<file path="config.mk">
export PLATFORM = sky130hd
export DESIGN_NAME = lsu_stream_ctrl
export DESIGN_NICKNAME = d
export VERILOG_FILES = /design/src/rtl/lsu_stream_ctrl_pkg.sv /design/src/rtl/lsu_stream_ctrl_addr_gen.sv /design/src/rtl/lsu_stream_ctrl.sv
export SDC_FILE = /design/constraint.sdc
export NUM_CORES = 1
export LEC_CHECK = 0
export CAP_MARGIN = 5
export CORE_AREA = 2 2 204 206
export CTS_BUF_LIST = sky130_fd_sc_hd__clkbuf_4
export DETAILED_ROUTE_END_ITERATION = 16
export DIE_AREA = 0 0 206 208
export GPL_ROUTABILITY_DRIVEN = 0
export PLACE_DENSITY_LB_ADDON = 0.3
export SETUP_SLACK_MARGIN = 0.4
export SYNTH_ARGS = -nofsm -noshare
export SYNTH_HDL_FRONTEND = slang
export SYNTH_SLANG_ARGS = --single-unit
</file>
<file path="constraint.sdc">
create_clock -name clk -period 2.4 [get_ports clk]
set_input_delay 0.72 -clock clk [delete_from_list [all_inputs] [get_ports clk]]
set_output_delay 0.72 -clock clk [all_outputs]
set_load 0.01 [all_outputs]
</file>
<file path="src/rtl/lsu_stream_ctrl_pkg.sv">
// +----------------------------------------------------------------------+
// | lsu_stream_ctrl_pkg : config-word layout and defaults for the LSU    |
// | Rev 1.0                                                              |
// +----------------------------------------------------------------------+
`default_nettype none

package lsu_stream_ctrl_pkg;

  localparam int DEF_DATA_W = 32;
  localparam int DEF_ADDR_W = 10;

  // Fixed flag/field bits in a config word: ren, wen, bank[1:0], store_sel.
  localparam int CFG_FIXED_W = 5;

  typedef enum logic [1:0] {
    BANK0 = 2'd0,
    BANK1 = 2'd1,
    BANK2 = 2'd2,
    BANK3 = 2'd3
  } bank_e;

  // Word layout, LSB first: stride | store_sel | pe_sel | bank | wen | ren
  function automatic int cfg_width(input int pe_sel_w, input int stride_w);
    return CFG_FIXED_W + pe_sel_w + stride_w;
  endfunction

  function automatic int cfg_off_store(input int stride_w);
    return stride_w;
  endfunction

  function automatic int cfg_off_pe_sel(input int stride_w);
    return stride_w + 1;
  endfunction

  function automatic int cfg_off_bank(input int pe_sel_w, input int stride_w);
    return stride_w + 1 + pe_sel_w;
  endfunction

endpackage

`default_nettype wire

</file>
<file path="src/rtl/lsu_stream_ctrl_addr_gen.sv">
// +----------------------------------------------------------------------+
// | lsu_addr_gen : base load plus strided, wrapping bank address counter |
// | Rev 1.0                                                              |
// +----------------------------------------------------------------------+
`default_nettype none

module lsu_addr_gen #(
  parameter int ADDR_W   = 10,
  parameter int STRIDE_W = 4
) (
  input  logic                clk,
  input  logic                rst,
  input  logic                load,
  input  logic [ADDR_W-1:0]   base,
  input  logic                step,
  input  logic [STRIDE_W-1:0] stride,
  output logic [ADDR_W-1:0]   addr
);

  always_ff @(posedge clk or negedge rst) begin
    if (!rst) begin
      addr <= '0;
    end else if (load) begin
      addr <= base;
    end else if (step) begin
      addr <= addr + ADDR_W'(stride);
    end
  end

endmodule

`default_nettype wire

</file>
<file path="src/rtl/lsu_stream_ctrl.sv">
// +----------------------------------------------------------------------+
// | lsu_stream_ctrl : looping config-program LSU with strided addressing |
// | Optional LSU_PERF_CNT_EN enables rd_cnt/wr_cnt.   Rev 1.0            |
// +----------------------------------------------------------------------+
`default_nettype none

module lsu_stream_ctrl
  import lsu_stream_ctrl_pkg::*;
#(
  parameter int DATA_W    = DEF_DATA_W,
  parameter int ADDR_W    = DEF_ADDR_W,
  parameter int NUM_PE    = 4,
  parameter int CFG_DEPTH = 32,
  parameter int STRIDE_W  = 4,
  localparam int PE_SEL_W = $clog2(NUM_PE),
  localparam int PTR_W    = $clog2(CFG_DEPTH),
  localparam int CFG_W    = cfg_width(PE_SEL_W, STRIDE_W)
) (
  input  logic                     clk,
  input  logic                     rst,
  input  logic                     cfg_start,
  input  logic [ADDR_W-1:0]        rd_base,
  input  logic [ADDR_W-1:0]        wr_base,
  input  logic                     cfg_valid,
  input  logic [CFG_W-1:0]         cfg_word,
  input  logic                     run,
  input  logic [NUM_PE*DATA_W-1:0] pe_data,
  input  logic                     rd_valid,
  input  logic [DATA_W-1:0]        rd_data,
  output logic [DATA_W-1:0]        lsu_to_pe,
  output logic                     rd_req,
  output logic [1:0]               rd_bank,
  output logic [ADDR_W-1:0]        rd_addr,
  output logic                     wr_req,
  output logic [1:0]               wr_bank,
  output logic [ADDR_W-1:0]        wr_addr,
  output logic [DATA_W-1:0]        wr_data,
  output logic [PTR_W-1:0]         pc,
  output logic                     cfg_ovf,
  output logic [15:0]              rd_cnt,
  output logic [15:0]              wr_cnt
);

  localparam int C_OFF_STORE = cfg_off_store(STRIDE_W);
  localparam int C_OFF_PE    = cfg_off_pe_sel(STRIDE_W);
  localparam int C_OFF_BANK  = cfg_off_bank(PE_SEL_W, STRIDE_W);
  localparam logic [PTR_W:0] C_FULL = (PTR_W+1)'(CFG_DEPTH);

  logic [CFG_W-1:0]    cfg_mem [CFG_DEPTH];
  logic [PTR_W:0]      r_cfg_len;
  logic [STRIDE_W-1:0] r_rd_stride;
  logic [STRIDE_W-1:0] r_wr_stride;

  logic [CFG_W-1:0]    w_entry;
  logic [STRIDE_W-1:0] w_stride;
  logic                w_store_sel;
  logic [PE_SEL_W-1:0] w_pe_sel;
  bank_e               w_bank;
  logic                w_wen;
  logic                w_ren;
  logic                w_issue;
  logic                w_cfg_wr;
  logic                w_pc_last;
  logic [DATA_W-1:0]   w_pe_word;
  logic [DATA_W-1:0]   w_store;

  assign w_entry     = cfg_mem[pc];
  assign w_stride    = w_entry[STRIDE_W-1:0];
  assign w_store_sel = w_entry[C_OFF_STORE];
  assign w_pe_sel    = w_entry[C_OFF_PE +: PE_SEL_W];
  assign w_bank      = bank_e'(w_entry[C_OFF_BANK +: 2]);
  assign w_wen       = w_entry[CFG_W-2];
  assign w_ren       = w_entry[CFG_W-1];

  assign w_cfg_wr  = !cfg_start && cfg_valid && (r_cfg_len != C_FULL);
  assign w_issue   = !cfg_start && !cfg_valid && run && (r_cfg_len != '0);
  assign w_pc_last = ({1'b0, pc} == (r_cfg_len - 1'b1));

  // Out-of-range selects fall through to PE0.
  always_comb begin
    w_pe_word = pe_data[DATA_W-1:0];
    for (int i = 1; i < NUM_PE; i++) begin
      if (w_pe_sel == PE_SEL_W'(i)) begin
        w_pe_word = pe_data[i*DATA_W +: DATA_W];
      end
    end
  end

  assign w_store = w_store_sel ? lsu_to_pe : w_pe_word;

  always_ff @(posedge clk) begin
    if (w_cfg_wr) begin
      cfg_mem[r_cfg_len[PTR_W-1:0]] <= cfg_word;
    end
  end

  always_ff @(posedge clk or negedge rst) begin
    if (!rst) begin
      rd_req      <= 1'b0;
      wr_req      <= 1'b0;
      rd_bank     <= 2'd0;
      wr_bank     <= 2'd0;
      pc          <= '0;
      r_cfg_len   <= '0;
      cfg_ovf     <= 1'b0;
      r_rd_stride <= '0;
      r_wr_stride <= '0;
      wr_data     <= '1;
    end else begin
      rd_req <= 1'b0;
      wr_req <= 1'b0;
      if (cfg_start) begin
        r_cfg_len <= '0;
        pc        <= '0;
        cfg_ovf   <= 1'b0;
      end else if (cfg_valid) begin
        if (r_cfg_len == C_FULL) begin
          cfg_ovf <= 1'b1;
        end else begin
          r_cfg_len <= r_cfg_len + 1'b1;
        end
      end else if (w_issue) begin
        rd_req      <= w_ren;
        wr_req      <= w_wen;
        rd_bank     <= w_bank;
        wr_bank     <= w_bank;
        r_rd_stride <= w_stride;
        r_wr_stride <= w_stride;
        if (w_wen) begin
          wr_data <= w_store;
        end
        pc <= w_pc_last ? '0 : pc + 1'b1;
      end
    end
  end

  // Load capture is independent of the config/run priority chain.
  always_ff @(posedge clk or negedge rst) begin
    if (!rst) begin
      lsu_to_pe <= '1;
    end else if (rd_valid) begin
      lsu_to_pe <= rd_data;
    end
  end

  // Stride travels with the registered req, so the bus address is the one used.
  lsu_addr_gen #(.ADDR_W(ADDR_W), .STRIDE_W(STRIDE_W)) u_rd_addr (
    .clk    (clk),
    .rst    (rst),
    .load   (cfg_start),
    .base   (rd_base),
    .step   (rd_req),
    .stride (r_rd_stride),
    .addr   (rd_addr)
  );

  lsu_addr_gen #(.ADDR_W(ADDR_W), .STRIDE_W(STRIDE_W)) u_wr_addr (
    .clk    (clk),
    .rst    (rst),
    .load   (cfg_start),
    .base   (wr_base),
    .step   (wr_req),
    .stride (r_wr_stride),
    .addr   (wr_addr)
  );

`ifdef LSU_PERF_CNT_EN
  logic [15:0] r_rd_cnt;
  logic [15:0] r_wr_cnt;

  always_ff @(posedge clk or negedge rst) begin
    if (!rst) begin
      r_rd_cnt <= 16'd0;
      r_wr_cnt <= 16'd0;
    end else if (cfg_start) begin
      r_rd_cnt <= 16'd0;
      r_wr_cnt <= 16'd0;
    end else if (w_issue) begin
      if (w_ren && (r_rd_cnt != 16'hFFFF)) begin
        r_rd_cnt <= r_rd_cnt + 16'd1;
      end
      if (w_wen && (r_wr_cnt != 16'hFFFF)) begin
        r_wr_cnt <= r_wr_cnt + 16'd1;
      end
    end
  end

  assign rd_cnt = r_rd_cnt;
  assign wr_cnt = r_wr_cnt;
`else
  assign rd_cnt = 16'd0;
  assign wr_cnt = 16'd0;
`endif

endmodule

`default_nettype wire

</file>
==> results.cfg <==
[drt]
ant_nets = 0
dr.pass1.iters = 7
routedWlPerCell_um = 24.2
dr.first_iter.drc_count = 1155
drc = 0
via_count = 13100
viasPerCell = 5.54
wirelength_um = 57300

[floorplanning]
rows = 74
core_mm2 = 0.0406
boundaryPins = 325
chipHeight_um = 208
die_w_um = 206
die_area_mm2 = 0.0428
initial_utilization_pct = 49.8

[grt]
grt-ovfl-total = 0
use_met2_pct = 42.3
grt_pass1_wl_um = 82200
gr-usage-met3_pct = 5.70
top_usage_layer = met2
grt_use_total_pct = 26.0
grt_max_degree = 53
grt_use_met1_pct = 34.0
antenna_found_initial = 2
grt_pass1_vias = 13500

[logic_synthesis]
syn_area_per_cell_um2 = 17.2
synth_flop_cell = edfxtp_1
synth-edff-count = 352
synth_top_area_share_pct = 52.3
synth_area_leaders = edfxtp_1, mux4_2, dfstp_2, dfrtp_1, mux2i_1
ys_seq_elements = 456
syn_area_mm2 = 0.0202
async_reset_ff_share_pct = 22.8
synth_cells = 1177
yosysWarnings = 0
ys_seq_area_share_pct = 65.6
synth_top_area_cell = edfxtp_1
synth_cell_types = 52

[timing]
setup_ws_ps = -367
hold_viol = 0
fin_skew_ps = 79.1
finalSetupViolations = 42
period_needed_ps = 2770
rsz0062_at_grt = true
whs_ps = 425
fin_crit_sh_pct = 115
finalMaxSlewViolations = 0
fmax_mhz = 361
worst_pin_slew_ps = 553
maxSlewHeadroom_pct = 63.0

[setup_path]
timing.critical_path.buf_inv = 3
worstPathRequired_ps = 3120
critPathTopFamily = multiplexers
cp-end-kind = flip-flop
critPathSlowestCell = mux4_1
cp_data_arrival_time_ps = 3480
critPathKind = reg -> reg
critPathMaxStageDelay_ps = 540
start_kind = flip-flop
path_cells = buf_8 -> mux4_1 -> mux2i_1 -> mux2_4 -> o21ai_4 -> buf_12 -> buf_12 -> mux2i_1 -> mux2_4 -> o221ai_2
critPathMaxFanout = 12

[clock_network]
cts_buffers = 111
cts_tree = yes
clkLatencyLatePin_ps = 820
path_clk_slew_ps = 70
cts.path.max_buffers = 3
htree_num_levels = 3
clock_sinks = 456
cts_root_buf = clkbuf_4

[power_and_ir_drop]
ir_drop_mv = 0.338
power.share.clock_pct = 33.4
p_leak_nw = 10.3
p_seq_share_pct = 47.9
switching_share_pct = 25.0
pwr-share-comb_pct = 18.7
cell_internal_pwr_w = 0.0148
powerDensity_mw_per_mm2 = 701
p_switching_w = 0.00493

[cells_and_area]
area_delta_synth_final_pct = 39.2
multi_input_area_mm2 = 0.00683
nFillCells = 2625
drive_gt1_share_pct = 47.5
final_common_cell = edfxtp_1
final_cell_mix = edfxtp_1, clkdlybuf4s50_1, clkbuf_4
ff_latch_area_mm2 = 0.0133
layout.nets = 1962

[placement]
place.detailed.hpwl_um = 36900
numPortBuffers = 292
pre_cts_ws_ps = -333

[min_path]
hold_path.class = in -> async

[run_status]
violations = setup timing
run_status = finished with violations

[run]
drv_cap = 0
layout make-up:
cell class | instances | share of cell area [%]
multi-input combinational | 605 | 24.3
antenna | 2 | 0.0178
tap | 532 | 2.37
timing repair buffer | 534 | 20.3
clock inverter | 21 | 0.538
clock buffer | 177 | 4.72
sequential | 456 | 47.2
inverter | 42 | 0.578
power groups by stage:
| stage | Combinational, W | Sequential (W) | Clock (W) |
|---|---|---|---|
| 6_report | 0.00368 | 0.00945 | 0.00659 |
| 3_3_place_gp | 0.00312 | 0.00953 | 0 |
| 3_5_place_dp | 0.00318 | 0.00955 | 0 |
| 5_1_grt | 0.00393 | 0.00949 | 0.00713 |
| 2_1_floorplan | 0.00154 | 0.00964 | 0 |
| 4_1_cts | 0.00350 | 0.00942 | 0.00674 |
stage by stage:
stage / util, % / setup TNS (ps) / power, W / instances / area, um^2
2_1_floorplan: - / -4930 / 0.0112 / 1208 / 20900
3_3_place_gp: 62.2 / -58250 / 0.0126 / 2063 / 25200
3_5_place_dp: 62.2 / -60470 / 0.0127 / 2063 / 25200
4_1_cts: 68.0 / -10770 / 0.0197 / 2334 / 27600
5_1_grt: 69.4 / -14730 / 0.0205 / 2369 / 28100
6_report: 69.4 / -12280 / 0.0197 / 2369 / 28100
path summary, 6_finish.rpt:
check | start | end | slack (ps) | cells after the start
min reg2reg | wr_data[20] | wr_data[20] | 530 | 2
min in group clk | rd_base[7] | u_rd_addr.addr[7] | 490 | 3
min | rst | u_wr_addr.addr[2] | 420 | 2
max in group asynchronous | rst | lsu_to_pe[2] | 1240 | 3
max reg2reg | pc[0] | wr_data[28] | -370 | 10
max | pc[0] | wr_data[28] | -370 | 10
sequential cells by signal, indices dropped and copies added (netlist names), 2 cells and up:
name / cells
r_cfg_len: 6
wr_bank: 2
pc: 5
wr_data: 32
lsu_to_pe: 32
cfg_mem: 352
r_wr_stride: 4
u_wr_addr.addr: 10
u_rd_addr.addr: 10
layer usage:
layer	vias to the layer above	routed length, um
met2	669	28400
met5	-	0
li1	5747	-
met4	0	1900
met1	6588	22000
met3	119	5080
repair_timing:
item | CTS | global route
pin swaps | 18 | 32
gates cloned | 2 | 6
setup buffers | 70 | 27
gates resized for setup | 558 | 56
hold buffers | 1 | 0
endpoints found under the setup margin | 444 | 217
hold endpoints to repair | 10 | 0
cell usage after synthesis, drive strengths merged, types with 7 or more instances:
cell type	n
o221ai	32
nand3b	32
mux2	66
buf	79
nand2	55
mux4	102
xor2	16
nor2	52
edfxtp	352
nor2b	13
xnor2	12
nand4	7
nand3	8
a211oi	7
mux2i	75
dfrtp	40
o21ai	30
ha	13
clkbuf	26
inv	42
a21oi	10
dfstp	64
cell families after synthesis:
family,after synthesis,share of synthesized area [%]
multiplexers,243,18.9
AO/OA/AOI/OAI,104,4.56
buffers and inverters,147,4.11
flip-flops,456,65.6
XOR/XNOR,28,1.21
AND/OR/NAND/NOR,183,4.58
other,1,0.0186
adder cells (fa/ha/maj),15,1.00
No activity file was read; power rests on OpenSTA's default activity.
